**src/rtl/uart_tx_sched_if.sv**
```systemverilog
// Byte-source handshake and UartTx drive signals shared by uart_tx_sched.
// slave: the scheduler. master: the byte producers together with UartTx.
interface uart_tx_sched_if #(
    parameter int unsigned NREQ = 4
);
    logic [NREQ-1:0]   req_valid;
    logic [8*NREQ-1:0] req_data;
    logic [NREQ-1:0]   req_last;
    logic [NREQ-1:0]   req_ready;
    logic [7:0]        tx_data;
    logic              tx_latch;
    logic              tx_busy;

    modport master (
        output req_valid, req_data, req_last, tx_busy,
        input  req_ready, tx_data, tx_latch
    );

    modport slave (
        input  req_valid, req_data, req_last, tx_busy,
        output req_ready, tx_data, tx_latch
    );
endinterface

```
**src/rtl/uart_tx_sched.sv**
```systemverilog
// Round-robin scheduler sharing one UartTx between NREQ byte sources.
// Optional message lock: define UART_SCHED_LOCK_EN to keep the arbiter on one
// source until it sends a byte marked req_last.
module uart_tx_sched #(
    parameter int unsigned NREQ        = 4,
    parameter int unsigned ACK_TIMEOUT = 4
) (
    input  logic            clk,
    input  logic            nrst,
    uart_tx_sched_if.slave  bus,
    output logic [NREQ-1:0] grant,
    input  logic            err_clr,
    output logic            timeout_err
);
    localparam int unsigned PW = (NREQ > 1) ? $clog2(NREQ) : 1;
    localparam int unsigned CW = $clog2(ACK_TIMEOUT);
    localparam logic [PW-1:0] PTR_RST  = PW'(NREQ - 1);
    localparam logic [CW-1:0] CNT_LAST = CW'(ACK_TIMEOUT - 1);

    typedef enum logic [1:0] {
        IDLE,
        LAUNCH,
        ACK_WAIT,
        DRAIN
    } state_t;

    state_t          state_q, state_d;
    logic [7:0]      tx_data_q, tx_data_d;
    logic            tx_latch_q, tx_latch_d;
    logic [NREQ-1:0] grant_q, grant_d;
    logic [PW-1:0]   ptr_q, ptr_d;
    logic [CW-1:0]   cnt_q, cnt_d;
    logic            timeout_err_q, timeout_err_d;
    logic            timeout_set;

`ifdef UART_SCHED_LOCK_EN
    logic            lock_q, lock_d;
    logic [PW-1:0]   lock_idx_q, lock_idx_d;
`else
    logic            last_unused;
    assign last_unused = ^bus.req_last;
`endif

    logic            win_found;
    logic [PW-1:0]   win_idx;
    logic [NREQ-1:0] win_oh;
    logic [7:0]      win_data;
    logic [PW-1:0]   cand;
    logic            allowed;
    logic [NREQ-1:0] ready;
    logic            transfer;

    // Round-robin winner: first valid (and permitted) source after ptr.
    always_comb begin
        win_found = 1'b0;
        win_idx   = '0;
        win_oh    = '0;
        win_data  = '0;
        cand      = '0;
        allowed   = 1'b0;
        for (int unsigned off = 1; off <= NREQ; off++) begin
            cand = PW'((32'(ptr_q) + off) % NREQ);
`ifdef UART_SCHED_LOCK_EN
            allowed = !lock_q || (cand == lock_idx_q);
`else
            allowed = 1'b1;
`endif
            if (!win_found && bus.req_valid[cand] && allowed) begin
                win_found     = 1'b1;
                win_idx       = cand;
                win_oh[cand]  = 1'b1;
            end
        end
        for (int unsigned i = 0; i < NREQ; i++) begin
            if (win_oh[i]) begin
                win_data = bus.req_data[8*i +: 8];
            end
        end
    end

    // Ready is offered only from IDLE while UartTx is free; held low in reset.
    always_comb begin
        ready = '0;
        if (nrst && (state_q == IDLE) && !bus.tx_busy && win_found) begin
            ready = win_oh;
        end
        transfer = |(bus.req_valid & ready);
    end

    // Next-state and registered-output computation for the launch FSM.
    always_comb begin
        state_d     = state_q;
        tx_data_d   = tx_data_q;
        tx_latch_d  = 1'b0;
        grant_d     = grant_q;
        ptr_d       = ptr_q;
        cnt_d       = cnt_q;
        timeout_set = 1'b0;
`ifdef UART_SCHED_LOCK_EN
        lock_d      = lock_q;
        lock_idx_d  = lock_idx_q;
`endif
        case (state_q)
            IDLE: begin
                if (transfer) begin
                    tx_data_d  = win_data;
                    tx_latch_d = 1'b1;
                    grant_d    = win_oh;
                    state_d    = LAUNCH;
`ifdef UART_SCHED_LOCK_EN
                    // ptr only advances when a message ends, so the locked
                    // source does not skew the rotation of the others.
                    if (bus.req_last[win_idx]) begin
                        lock_d = 1'b0;
                        ptr_d  = win_idx;
                    end else begin
                        lock_d     = 1'b1;
                        lock_idx_d = win_idx;
                    end
`else
                    ptr_d = win_idx;
`endif
                end
            end
            LAUNCH: begin
                cnt_d   = '0;
                state_d = ACK_WAIT;
            end
            ACK_WAIT: begin
                if (bus.tx_busy) begin
                    state_d = DRAIN;
                end else if (cnt_q == CNT_LAST) begin
                    timeout_set = 1'b1;
                    grant_d     = '0;
                    state_d     = IDLE;
`ifdef UART_SCHED_LOCK_EN
                    if (lock_q) begin
                        ptr_d = lock_idx_q;
                    end
                    lock_d = 1'b0;
`endif
                end else begin
                    cnt_d = cnt_q + 1'b1;
                end
            end
            DRAIN: begin
                if (!bus.tx_busy) begin
                    grant_d = '0;
                    state_d = IDLE;
                end
            end
            default: begin
                grant_d = '0;
                state_d = IDLE;
            end
        endcase
        // A timeout in the same cycle as err_clr wins.
        timeout_err_d = timeout_set ? 1'b1 : (err_clr ? 1'b0 : timeout_err_q);
    end

    // State and output registers; reset abandons any frame in flight.
    always_ff @(posedge clk or negedge nrst) begin
        if (!nrst) begin
            state_q       <= IDLE;
            tx_data_q     <= '0;
            tx_latch_q    <= 1'b0;
            grant_q       <= '0;
            ptr_q         <= PTR_RST;
            cnt_q         <= '0;
            timeout_err_q <= 1'b0;
`ifdef UART_SCHED_LOCK_EN
            lock_q        <= 1'b0;
            lock_idx_q    <= '0;
`endif
        end else begin
            state_q       <= state_d;
            tx_data_q     <= tx_data_d;
            tx_latch_q    <= tx_latch_d;
            grant_q       <= grant_d;
            ptr_q         <= ptr_d;
            cnt_q         <= cnt_d;
            timeout_err_q <= timeout_err_d;
`ifdef UART_SCHED_LOCK_EN
            lock_q        <= lock_d;
            lock_idx_q    <= lock_idx_d;
`endif
        end
    end

    assign bus.req_ready = ready;
    assign bus.tx_data   = tx_data_q;
    assign bus.tx_latch  = tx_latch_q;
    assign grant         = grant_q;
    assign timeout_err   = timeout_err_q;
endmodule

```
**src/flat_wrapper.sv**
```systemverilog
// flat-port wrapper written by rule: the top's interface ports become plain ports
module uart_tx_sched_flat 
#(
    parameter int unsigned NREQ        = 4,
    parameter int unsigned ACK_TIMEOUT = 4
)
  (clk, nrst, grant, err_clr, timeout_err, bus_req_valid, bus_req_data, bus_req_last, bus_tx_busy, bus_req_ready, bus_tx_data, bus_tx_latch);
  uart_tx_sched_if #(.NREQ(NREQ)) bus_i ();
  input  logic clk;
  input  logic nrst;
  output logic [NREQ-1:0] grant;
  input  logic err_clr;
  output logic timeout_err;
  input wire logic [$bits(bus_i.req_valid)-1:0] bus_req_valid;
  input wire logic [$bits(bus_i.req_data)-1:0] bus_req_data;
  input wire logic [$bits(bus_i.req_last)-1:0] bus_req_last;
  input wire logic [$bits(bus_i.tx_busy)-1:0] bus_tx_busy;
  output wire logic [$bits(bus_i.req_ready)-1:0] bus_req_ready;
  output wire logic [$bits(bus_i.tx_data)-1:0] bus_tx_data;
  output wire logic [$bits(bus_i.tx_latch)-1:0] bus_tx_latch;
  assign bus_i.req_valid = bus_req_valid;
  assign bus_i.req_data = bus_req_data;
  assign bus_i.req_last = bus_req_last;
  assign bus_i.tx_busy = bus_tx_busy;
  assign bus_req_ready = bus_i.req_ready;
  assign bus_tx_data = bus_i.tx_data;
  assign bus_tx_latch = bus_i.tx_latch;
  uart_tx_sched #(.NREQ(NREQ), .ACK_TIMEOUT(ACK_TIMEOUT)) u_core (.clk(clk), .nrst(nrst), .bus(bus_i), .grant(grant), .err_clr(err_clr), .timeout_err(timeout_err));
endmodule
```
**config.mk**
```make
export PLATFORM = sky130hd
export DESIGN_NAME = uart_tx_sched_flat
export DESIGN_NICKNAME = d
export VERILOG_FILES = /design/src/rtl/uart_tx_sched_if.sv /design/src/rtl/uart_tx_sched.sv /design/src/flat_wrapper.sv
export SDC_FILE = /design/constraint.sdc
export NUM_CORES = 1
export LEC_CHECK = 0
export ABC_CLOCK_PERIOD_IN_PS = 5150
export CAP_MARGIN = 40
export CORE_AREA = 2 2 65 67
export CTS_BUF_LIST = sky130_fd_sc_hd__clkbuf_8
export DETAILED_ROUTE_END_ITERATION = 8
export DIE_AREA = 0 0 67 69
export PLACE_DENSITY = 0.84
export SLEW_MARGIN = 20
export SYNTH_ARGS = -nofsm -noshare
export SYNTH_HDL_FRONTEND = slang
export SYNTH_SLANG_ARGS = --single-unit
```
**constraint.sdc**
```tcl
create_clock -name clk -period 5.15 [get_ports clk]
set_input_delay 1.03 -clock clk [delete_from_list [all_inputs] [get_ports clk]]
set_output_delay 1.03 -clock clk [all_outputs]
set_load 0.1 [all_outputs]
```
# Word level (Yosys, flattened, before mapping)
# Cells that the tools add are included.
# W data, S select, Z words.
[totals]
input_bits = 44
out_inout_bits = 18
word_cells = 110
reg_bits = 20
[classes]
mux = 53
bitwise_logic = 4
addsub = 5
n_reduce_logical = 23
magnitude_cmp = 8
eq_ne = 10
[ops]
columns = ["operator", "count"]
rows = [
  ["$mux W4", 9],
  ["$mux W8", 4],
  ["$mux W2", 10],
  ["$mux W1", 19],
  ["$lt A2 B3 Y1 const B", 4],
  ["$or A4 B4 Y4", 3],
  ["$pmux W4 S3", 1],
  ["$logic_and A1 B1 Y1", 10],
  ["$bmux W1 S2", 4],
  ["$demux W1 S2", 4],
  ["$ge A2 B1 Y1 const B", 4],
  ["$pmux W2 S4", 1],
  ["$add A2 B1 Y2 const B", 3],
  ["$eq A2 B2 Y1 const B", 3],
  ["$ne A2 B2 Y1 const B", 3],
  ["$reduce_and A3 Y1", 2],
  ["$reduce_and A5 Y1", 1],
  ["$add A2 B2 Y2 const B", 2],
  ["$and A4 B4 Y4", 1],
  ["$logic_not A1 Y1", 4],
  ["$ne A2 B1 Y1 const B", 2],
  ["$pmux W2 S2", 1],
  ["$reduce_bool A2 Y1", 2],
  ["$reduce_or A4 Y1", 1],
  ["5 further kinds", 5],
]

# Longest topological paths before layout
[logic_depth]
ltp_word = 19
depth_mapped = 12
mapped_depth_nobuf = 9

# Worst setup path before layout
# Ideal clock, no wire load.
[synth_timing]
path_kind = "input port to output port"
startpoint = "input bus_req_valid[1]"
endpoint = "output bus_req_ready[2]"
stages = 7
slack_ns = 0.682
required_time_ns = 4.120
arrival_time_ns = 3.438
n_path_buf = 2
cell_sequence = "buf_2 > or3_1 > o32ai_2 > and2_1 > buf_4 > a2bb2oi_1 > nor2_1"
[synth_via]
elab_chain_cells = 14
word_cells_on_any_way = 27
cone_classes = "mux (17); bitwise (3); reduce/logical (7)"
[synth_lines]
columns = ["element", "line_no", "text"]
rows = [
  ["from (decl)", "flat_wrapper.sv:14", "input wire logic [$bits(bus_i.req_valid)-1:0] bus_req_valid;"],
  ["$bmux W1 S2", "uart_tx_sched.sv:68", "if (!win_found && bus.req_valid[cand] && allowed) begin"],
  ["$mux W1 (implied by the code)", "uart_tx_sched.sv:68", ""],
  ["$mux W1", "uart_tx_sched.sv:68", ""],
  ["$logic_not A1 Y1", "uart_tx_sched.sv:68", ""],
  ["$logic_and A1 B1 Y1", "uart_tx_sched.sv:68", ""],
  ["$mux W1", "uart_tx_sched.sv:68", ""],
  ["$logic_not A1 Y1", "uart_tx_sched.sv:68", ""],
  ["$logic_and A1 B1 Y1", "uart_tx_sched.sv:68", ""],
  ["$mux W1", "uart_tx_sched.sv:68", ""],
  ["$logic_not A1 Y1", "uart_tx_sched.sv:68", ""],
  ["$logic_and A1 B1 Y1", "uart_tx_sched.sv:68", ""],
  ["$mux W1", "uart_tx_sched.sv:68", ""],
  ["$logic_and A1 B1 Y1", "uart_tx_sched.sv:84", "if (nrst && (state_q == IDLE) && !bus.tx_busy && win_found) begin"],
  ["$mux W4 *", "uart_tx_sched.sv:84", ""],
  ["to (decl)", "flat_wrapper.sv:18", "output wire logic [$bits(bus_i.req_ready)-1:0] bus_req_ready;"],
]
# Every way passes the cells marked *; elsewhere a longest branch is shown, timed or not. The select of a mux whose other input is x is not followed.

# Worst setup path in the final report
[layout_timing]
startpoint = "input bus_req_valid[1]"
endpoint = "output bus_req_ready[3]"
# Same word-level chain as after synthesis.

==> flow_summary.json <==
{
  "tritoncts_clock_tree": "yes",
  "startpoint": "bus_req_valid[1]",
  "avgSynthCellArea_um2": 9.32,
  "drt_iter0_drc": 124,
  "synth_top_cells_by_count": "inv_1 (25), dfrtp_1 (18), nand2_1 (12), ha_1 (9), o32ai_1 (9)",
  "max-clock-path-buffers": 2,
  "root_buffer": "clkbuf_8",
  "antenna_found_initial": 0,
  "final_critical_path_setup_slack_ps": 505,
  "dieHeight_um": 69,
  "ir_drop_mv": 0.429,
  "rsz0062_at_grt": "no",
  "regToRegSetupSlack_ps": 1460,
  "ys_types": 60,
  "std_cell_rows": 23,
  "wl_per_cell_um": 18.3,
  "clock_power_share_pct": 8.0,
  "timing.rr.end": "u_core.bus.tx_data[0]$_DFFE_PN0P_",
  "design.core.area_um2": 3910,
  "p_seq_share_pct": 14.6,
  "clock_transition_at_the_registers_of_the_reported_paths_ps": 80,
  "p_leak_nw": 1.20,
  "tns_ps": 0,
  "synth.area.top_cells": "dfrtp_1 (23%), ha_1 (5.8%), inv_1 (4.8%)",
  "synthesis.nets": 261,
  "cell_area_synth_um2": 1940,
  "fill_cells": 288,
  "dieArea_um2": 4620,
  "setup_violations": 0,
  "cp_most_frequent_cell": "and2_1",
  "critPathBufInv": 2,
  "detail_route.first_pass.iterations": 4,
  "syn_to_final_growth_pct": 47.1,
  "layout-drive-gt1-share_pct": 17.5,
  "h-tree-depth": 1,
  "track_usage_pct": 26.6,
  "hold_class": "reg -> reg",
  "hold_depth": 2,
  "route.vias.total": 1979,
  "grt_pass1_wl_mm": 9.58,
  "timing_worst_slew_pin_value_ps": 789,
  "relative_slew_slack_pct": 47.4,
  "power_per_cell_area_nw_per_um2": 726,
  "tritoncts.num_buffers": 3,
  "outcome": "finished, final reports clean",
  "timing.critical_path.slowest_stage_cell": "clkdlybuf4s50_1",
  "port_buffers": 57,
  "initial_utilization_pct": 49.6,
  "layout_nets": 328,
  "congestion_overflow_gr": 0,
  "ys_seq_elements": 20,
  "crit_family": "buffers and inverters",
  "reg2reg_from": "u_core.ptr_q[0]$_DFFE_PN1P_",
  "synth_enable_flop_cells": 0,
  "place.detailed.hpwl_mm": 4.40,
  "register_area_share_after_synthesis_pct": 25.9,
  "postSynth.topFlopCell": "dfrtp_1",
  "number_of_inserted_diodes": 0,
  "worstHoldStart": "u_core.cnt_q[1]$_DFFE_PN0P_",
  "holdPathEnd": "u_core.cnt_q[1]$_DFFE_PN0P_",
  "worstPathRequired_ps": 4120,
  "netlist.top_cell.by_area": "dfrtp_1",
  "pre_cts_slack_ps": 539,
  "gp_congestion": 0.902,
  "ctsResizeCount": 0,
  "ys_async_sr_fraction_pct": 100,
  "setup.worst_path.start_class": "input pin",
  "achievable-frequency_ghz": 0.215,
  "synthesis.yosys.warnings": 0,
  "ff2ff_path_depth": 8,
  "multi_input_area_um2": 1250,
  "post_layout_nonfiller_instances": 324,
  "grt_pass1_vias": 1943,
  "power.share.switching_pct": 54.2,
  "cp_data_arrival_time_ps": 3620,
  "post_cts_setup_buffer_count": 0,
  "finalHoldViolCount": 0,
  "timing.critical_path.cells": "clkdlybuf4s50_1, mux2_1, o32ai_2, and2_1, a21o_1, and2_1, buf_12",
  "cells_after_synth": 208,
  "path_type_of_the_worst_setup_path": "in -> out",
  "synth_top_area_share_pct": 23.2,
  "chipWidth_um": 67,
  "post_drt_via_cell_ratio": 6.11,
  "min_period_over_period_pct": 90.2,
  "worst_skew_pair.late_latency_ps": 270,
  "post-synth-top-count-cell": "inv_1",
  "fin_skew_ps": 2.92,
  "period_needed_ps": 4650,
  "cp.depth": 7,
  "switching_power_mw": 1.12,
  "grt_max_degree": 21,
  "comb_power_share_pct": 77.4,
  "clock-sinks": 20,
  "placedCellCount": 320,
  "detail_route.wirelength_mm": 5.92,
  "timing.max_cap.violations": 0,
  "p_int_mw": 0.947,
  "boundaryPins": 62,
  "antenna_left": 0,
  "path_max_fanout": 14,
  "seqCellArea_um2": 503,
  "drcViolationCount": 0,
  "cp-end-kind": "output pin",
  "timing.final.max_slew_violations": 0,
  "cpPeakStageDelay_ps": 670,
  "cts_hold_repair.buffers": 0
}
-- state kept, by name, indices dropped and copies added, names as in the netlist --
register	cells
u_core.bus.tx_data	8
u_core.grant	4
u_core.cnt_q	2
u_core.ptr_q	2
u_core.state_q	2
u_core.bus.tx_latch	1
u_core.timeout_err	1
-- per-layer routing --
metal  GRT usage (%)  up-vias  routed length (um)
li1                -      935                   -
met1            34.3      948                2370
met2            43.2       82                3010
met3            5.71       14                 420
met4            9.07        0                 115
met5               0        -                   0
-- cells by family (layout without fill, tap and decap cells) --
| family | count (synthesis) | in the layout | synth area share (%) |
|---|---|---|---|
| adder cells (fa/ha/maj) | 9 | 9 | 5.81 |
| flip-flops | 20 | 20 | 25.9 |
| multiplexers | 12 | 12 | 8.97 |
| AND/OR/NAND/NOR | 48 | 48 | 13.8 |
| AO/OA/AOI/OAI | 78 | 78 | 35.5 |
| buffers and inverters | 41 | 107 | 10.0 |
-- tightest hold or removal path, stage by stage (launching register included) --
cell	delay (ps)
dfrtp_1	370
nand2_1	50
o21ai_0	60
-- metrics by stage --
| step | total power [mW] | utilization (%) | area, um2 | hold WS [ps] |
|---|---|---|---|---|
| 2_1_floorplan | 1.43 | - | 1940 | 465 |
| 3_5_place_dp | 1.89 | 71.1 | 2780 | 501 |
| 3_3_place_gp | 1.72 | 65.7 | 2570 | 487 |
| 4_1_cts | 2.06 | 72.9 | 2850 | 525 |
| 5_1_grt | 2.19 | 72.9 | 2850 | 536 |
| 6_report | 2.07 | 72.9 | 2850 | 517 |
-- how the worst max path moves through the flow --
stage / slack [ps] / endpoint
after floorplan: 680 / bus_req_ready[2]
after global placement: 590 / bus_req_ready[2]
after detailed placement: 540 / bus_req_ready[3]
after CTS: 520 / bus_req_ready[3]
after global routing: 370 / bus_req_ready[2]
final: 500 / bus_req_ready[3]
-- placed cells by master, fill, tap and decap left out, drive strengths merged, types with 5 or more instances in the layout --
| master | n |
|---|---|
| a221o | 8 |
| nand2 | 12 |
| nand2b | 6 |
| dfrtp | 18 |
| a221oi | 9 |
| buf | 24 |
| inv | 26 |
| a21o | 5 |
| o32ai | 10 |
| nor2 | 6 |
| ha | 9 |
| clkdlybuf4s50 | 53 |
| nor2b | 6 |
| mux2i | 5 |
| a211oi | 8 |
| o21ai | 8 |
-- power groups by stage --
stage | logic, mW | registers (mW) | clock network (mW)
global placement | 1.42 | 0.300 | 0
global route | 1.71 | 0.314 | 0.172
detailed placement | 1.59 | 0.306 | 0
CTS | 1.59 | 0.303 | 0.165
floorplan | 0.859 | 0.569 | 0
finish | 1.60 | 0.303 | 0.165
-- cell type report --
type | instances | share of cell area, %
clock buffers | 3 | 1.45
flip-flops and latches | 20 | 17.6
multi-input cells | 147 | 43.8
clock inverters | 1 | 1.05
repair buffers | 77 | 30.4
well taps | 50 | 2.19
inverters | 26 | 3.51
Power figures use the tool's default switching activity.
